## src/rtl/systolic_feeder.sv

```systemverilog
// Operand feeder for an N x N systolic MAC array.
// Holds A and B, then streams them onto the west/north edges with diagonal skew.
module systolic_feeder #(
  parameter int N = 4,
  parameter int W = 4
) (
  input  logic                   clk,
  input  logic                   rst,
  input  logic                   wr_en,
  input  logic                   wr_sel,
  input  logic [$clog2(N)-1:0]   wr_row,
  input  logic [$clog2(N)-1:0]   wr_col,
  input  logic [W-1:0]           wr_data,
  input  logic                   start,
  output logic                   busy,
  output logic                   done,
  output logic [N*W-1:0]         west_out,
  output logic [N*W-1:0]         north_out
);

  localparam int AW = $clog2(N);
  localparam int TW = $clog2(3 * N);
  localparam logic [TW-1:0] TLAST = TW'(3 * N - 3);

  typedef enum logic {
    IDLE,
    FEED
  } state_t;

  state_t          state_q;
  logic [TW-1:0]   t_q;
  logic [TW-1:0]   t_d;
  logic [W-1:0]    a_q [N][N];
  logic [W-1:0]    b_q [N][N];
  logic [N*W-1:0]  west_d;
  logic [N*W-1:0]  north_d;

  // Edge slices for the cycle about to be registered: row i sees A[i][t-i],
  // column j sees B[t-j][j]; anything outside the skew window is zero.
  always_comb begin
    t_d     = '0;
    west_d  = '0;
    north_d = '0;
    if (state_q == FEED) t_d = t_q + TW'(1);
    for (int i = 0; i < N; i++) begin
      if (int'(t_d) >= i && int'(t_d) - i < N) begin
        west_d[i*W +: W]  = a_q[i][AW'(int'(t_d) - i)];
        north_d[i*W +: W] = b_q[AW'(int'(t_d) - i)][i];
      end
    end
  end

  // Feed FSM with registered outputs; start outranks a same-cycle write.
  always_ff @(posedge clk or posedge rst) begin
    if (rst) begin
      state_q   <= IDLE;
      t_q       <= '0;
      busy      <= 1'b0;
      done      <= 1'b0;
      west_out  <= '0;
      north_out <= '0;
      for (int r = 0; r < N; r++) begin
        for (int c = 0; c < N; c++) begin
          a_q[r][c] <= '0;
          b_q[r][c] <= '0;
        end
      end
    end else begin
      done <= 1'b0;
      unique case (state_q)
        IDLE: begin
          if (start) begin
            state_q   <= FEED;
            t_q       <= '0;
            busy      <= 1'b1;
            west_out  <= west_d;
            north_out <= north_d;
          end else if (wr_en) begin
            if (wr_sel) b_q[wr_row][wr_col] <= wr_data;
            else        a_q[wr_row][wr_col] <= wr_data;
          end
        end
        FEED: begin
          if (t_q == TLAST) begin
            state_q   <= IDLE;
            t_q       <= '0;
            busy      <= 1'b0;
            done      <= 1'b1;
            west_out  <= '0;
            north_out <= '0;
          end else begin
            t_q       <= t_d;
            west_out  <= west_d;
            north_out <= north_d;
          end
        end
        default: state_q <= IDLE;
      endcase
    end
  end

endmodule

```

## config.mk

```make
export PLATFORM = sky130hd
export DESIGN_NAME = systolic_feeder
export DESIGN_NICKNAME = d
export VERILOG_FILES = /design/src/rtl/systolic_feeder.sv
export SDC_FILE = /design/constraint.sdc
export NUM_CORES = 1
export LEC_CHECK = 0
export CORE_UTILIZATION = 60
export CTS_CLUSTER_DIAMETER = 200
export CTS_CLUSTER_SIZE = 12
export DETAILED_ROUTE_END_ITERATION = 7
export PLACE_DENSITY = 0.8
export SLEW_MARGIN = 0
export SYNTH_ARGS = -nofsm -noshare
export SYNTH_HDL_FRONTEND = slang
export SYNTH_SLANG_ARGS = --single-unit
```

## constraint.sdc

```tcl
create_clock -name clk -period 8.05 [get_ports clk]
set_input_delay 1.61 -clock clk [delete_from_list [all_inputs] [get_ports clk]]
set_output_delay 1.61 -clock clk [all_outputs]
set_load 0.02 [all_outputs]
```

==> flow_summary.ini <==
[floorplanning]
start_util = 0.618
die_y_um = 116
rows = 41
core_area_mm2 = 0.0127
ios = 47
fp.dieW_um = 116
die_area_mm2 = 0.0135

[drt]
via_count = 5315
totalWireLength_mm = 17.7
final_antenna_net_count = 0
drc_errors = 0
drt_iter0_markers = 530
wl_per_cell_um = 20.3
viasPerCell = 6.12
dr.pass1.iters = 5

[synth]
yosysTopAreaCell = dfrtp_1
ys_ff_latch = 167
dominantRegCellSynth = dfrtp_1
synth-edff-count = 0
syn-num-nets = 668
netlist_top_cells_area = dfrtp_1 53%, mux2_2 21%, mux2i_1 4.2%
avgSynthCellArea_um2 = 12.1
yosys_warnings = 0
synthArstFlopShare = 1.00
yosysSeqAreaShare = 0.533
synth_top_area_frac = 0.533
syn_inst = 649
netlist_area_mm2 = 0.00784
synthDistinctLibCells = 45

[timing]
min_period_ps = 3620
hold_viol = 0
relSlewSlack = 0.103
setup_viol = 0
fin_crit_sh = 0.450
tns_ps = 0
fmax_mhz = 276
worst_pin_slew_ps = 1340
setup_slack_ps = 4430
grt_setup_unrepaired = false
slew_violations = 0
clock_skew_ps = 6.94

[power_and_ir_drop]
power-per-cell-area_mw_per_mm2 = 331
power_frac_comb = 0.371
intPower_w = 0.00191
switching_share = 0.364
switching_power_w = 0.00109
seq_power_share = 0.334
power.share.clock = 0.295
p_leak_nw = 4.31
ir_drop_v = 0.000187

[final_layout]
area_growth_syn_to_layout_pct = 15.8
drive_above_1_share = 0.280
n_antenna_cell = 0
nets = 702
final_area_mm2 = 0.00908
final_core_utilization = 0.716
fill_cells = 866

[global_route]
antenna_found_initial = 0
grt_max_degree = 93
track_usage = 0.285
grt_pass1_wl_mm = 28.3
grt_pass1_vias = 5301
gr-total-overflow = 0

[setup_path]
critPathLaunchType = flip-flop
cp.arrival_ps = 3890
cp_max_fo = 50
cp_data_required_time_ps = 8320
worstSetupEndpointType = flip-flop
crit_type = reg2reg

[clock_tree]
cts_max_level = 4
cts_tree = done
cts_sinks = 167
clk_latency_ps = 430
cts_buffer_depth = 2
clkSlewWorstSetupHoldPaths_ps = 60
cts_buffers = 17
cts_hold_buffers = 0
cts-resized-gates = 0
postCtsSetupRepairBufs = 0
cts_root_buf = clkbuf_16

[placement]
gp_congestion = 0.863
hpwl_mm = 11.4
io_buffer_count = 46
post-place-ws_ps = 4320
placed_area_mm2 = 0.00843

[min_path]
hold_class = reg2reg

[run_status]
status = finished clean

[flow_run]
cap_violations = 0
[through the flow]
step | power [W] | cells | hold slack [ps]
5_1_grt | 0.00316 | 868 | 507
3_3_place_gp | 0.00207 | 836 | 458
4_1_cts | 0.00300 | 868 | 480
2_1_floorplan | 0.00179 | 649 | 474
3_5_place_dp | 0.00210 | 836 | 466
6_report | 0.00301 | 868 | 472
[logic make-up after synthesis]
group,synth area share
adders and majority gates,0.00958
buffers and inverters,0.0241
DFF,0.533
and+or+nand+nor,0.0932
xor gates and xnor gates,0.00224
muxes,0.249
AOI/OAI and AO/OA,0.0885
[flip-flops by register name, summed over array words and instances, names as in the netlist]
signal and cells:
north_out 16, west_out 16, t_q 4, state_q 1
a_q 64, busy 1, done 1, b_q 64
[synthesized netlist by cell type, drive strengths merged (5+ instances only)]
| master | n |
|---|---|
| dfrtp | 167 |
| inv | 7 |
| mux2 | 144 |
| o31ai | 16 |
| o21ai | 33 |
| nand2b | 11 |
| clkbuf | 27 |
| a22oi | 12 |
| o211ai | 9 |
| a221o | 5 |
| nor2b | 9 |
| nand2 | 78 |
| o2bb2ai | 11 |
| mux2i | 33 |
| ha | 6 |
| buf | 13 |
| nand3 | 6 |
| nor3 | 7 |
| o22ai | 5 |
| nor2 | 21 |
[final cells by class]
type | instances | area [um2] | share of cell area
inverter | 7 | 31.3 | 0.00345
multi-input combinational | 435 | 3480 | 0.383
sequential | 167 | 4180 | 0.461
clock buffer | 20 | 447 | 0.0492
clock inverter | 12 | 200 | 0.0221
tap | 172 | 215 | 0.0237
timing repair buffer | 55 | 528 | 0.0582
[metal layers]
metal,global-route usage,vias up,share of wire
li1,-,2414,-
met4,0.0786,0,0.015
met2,0.472,177,0.50
met5,0,-,0
met3,0.0643,21,0.055
met1,0.379,2703,0.43
[power groups by stage]
| stage | Clock (W) | Combinational [W] | Sequential [W] |
|---|---|---|---|
| after floorplan | 0 | 0.000770 | 0.00102 |
| after global placement | 0 | 0.00105 | 0.00101 |
| after detailed placement | 0 | 0.00108 | 0.00102 |
| after CTS | 0.000891 | 0.00110 | 0.00100 |
| after global routing | 0.000930 | 0.00121 | 0.00102 |
| final | 0.000885 | 0.00112 | 0.00101 |
[worst paths after layout]
kind                            cells past startpoint                  endpoint  slack, ps                     start
worst max-delay path                                8  west_out[10]$_DFFE_PP0N_       4430        t_q[0]$_DFFE_PP0N_
worst min-delay path                                2  north_out[8]$_DFFE_PP0N_        470  north_out[8]$_DFFE_PP0N_
worst max register to register                      8  west_out[10]$_DFFE_PP0N_       4430        t_q[0]$_DFFE_PP0N_
worst min register to register                      2  north_out[8]$_DFFE_PP0N_        470  north_out[8]$_DFFE_PP0N_
max in group asynchronous                           3       b_q[25]$_DFFE_PP0P_       4820                       rst
min in group asynchronous                           2            done$_DFF_PP0_       1690                       rst
[worst max-delay path, stage by stage (launching register included)]
cell      delay (ps)
dfrtp_2          340
buf_4            530
ha_1             340
buf_4            250
nand2b_1         350
ha_1             310
ha_1             280
a221oi_1         890
o31ai_1          160
[cells in the final DEF (no fill, tap or decap), types with 3 or more instances in the layout]
cell type	count
nand3b_1	3
clkinv_2	3
mux2i_1	33
clkinv_4	4
o31ai_1	16
nand3_1	6
o2bb2ai_1	11
a21oi_1	3
inv_1	6
clkbuf_16	17
nor2b_1	7
dfrtp_1	166
bufinv_16	5
nand2_1	78
nor3_1	4
o21ai_0	31
nor2_1	20
clkdlybuf4s50_1	46
o211ai_1	9
mux2_2	144
a221o_1	5
o22ai_1	5
buf_4	9
ha_1	6
nand2b_1	11
a22oi_1	12
Note: power is estimated with default switching activity, not from simulation.
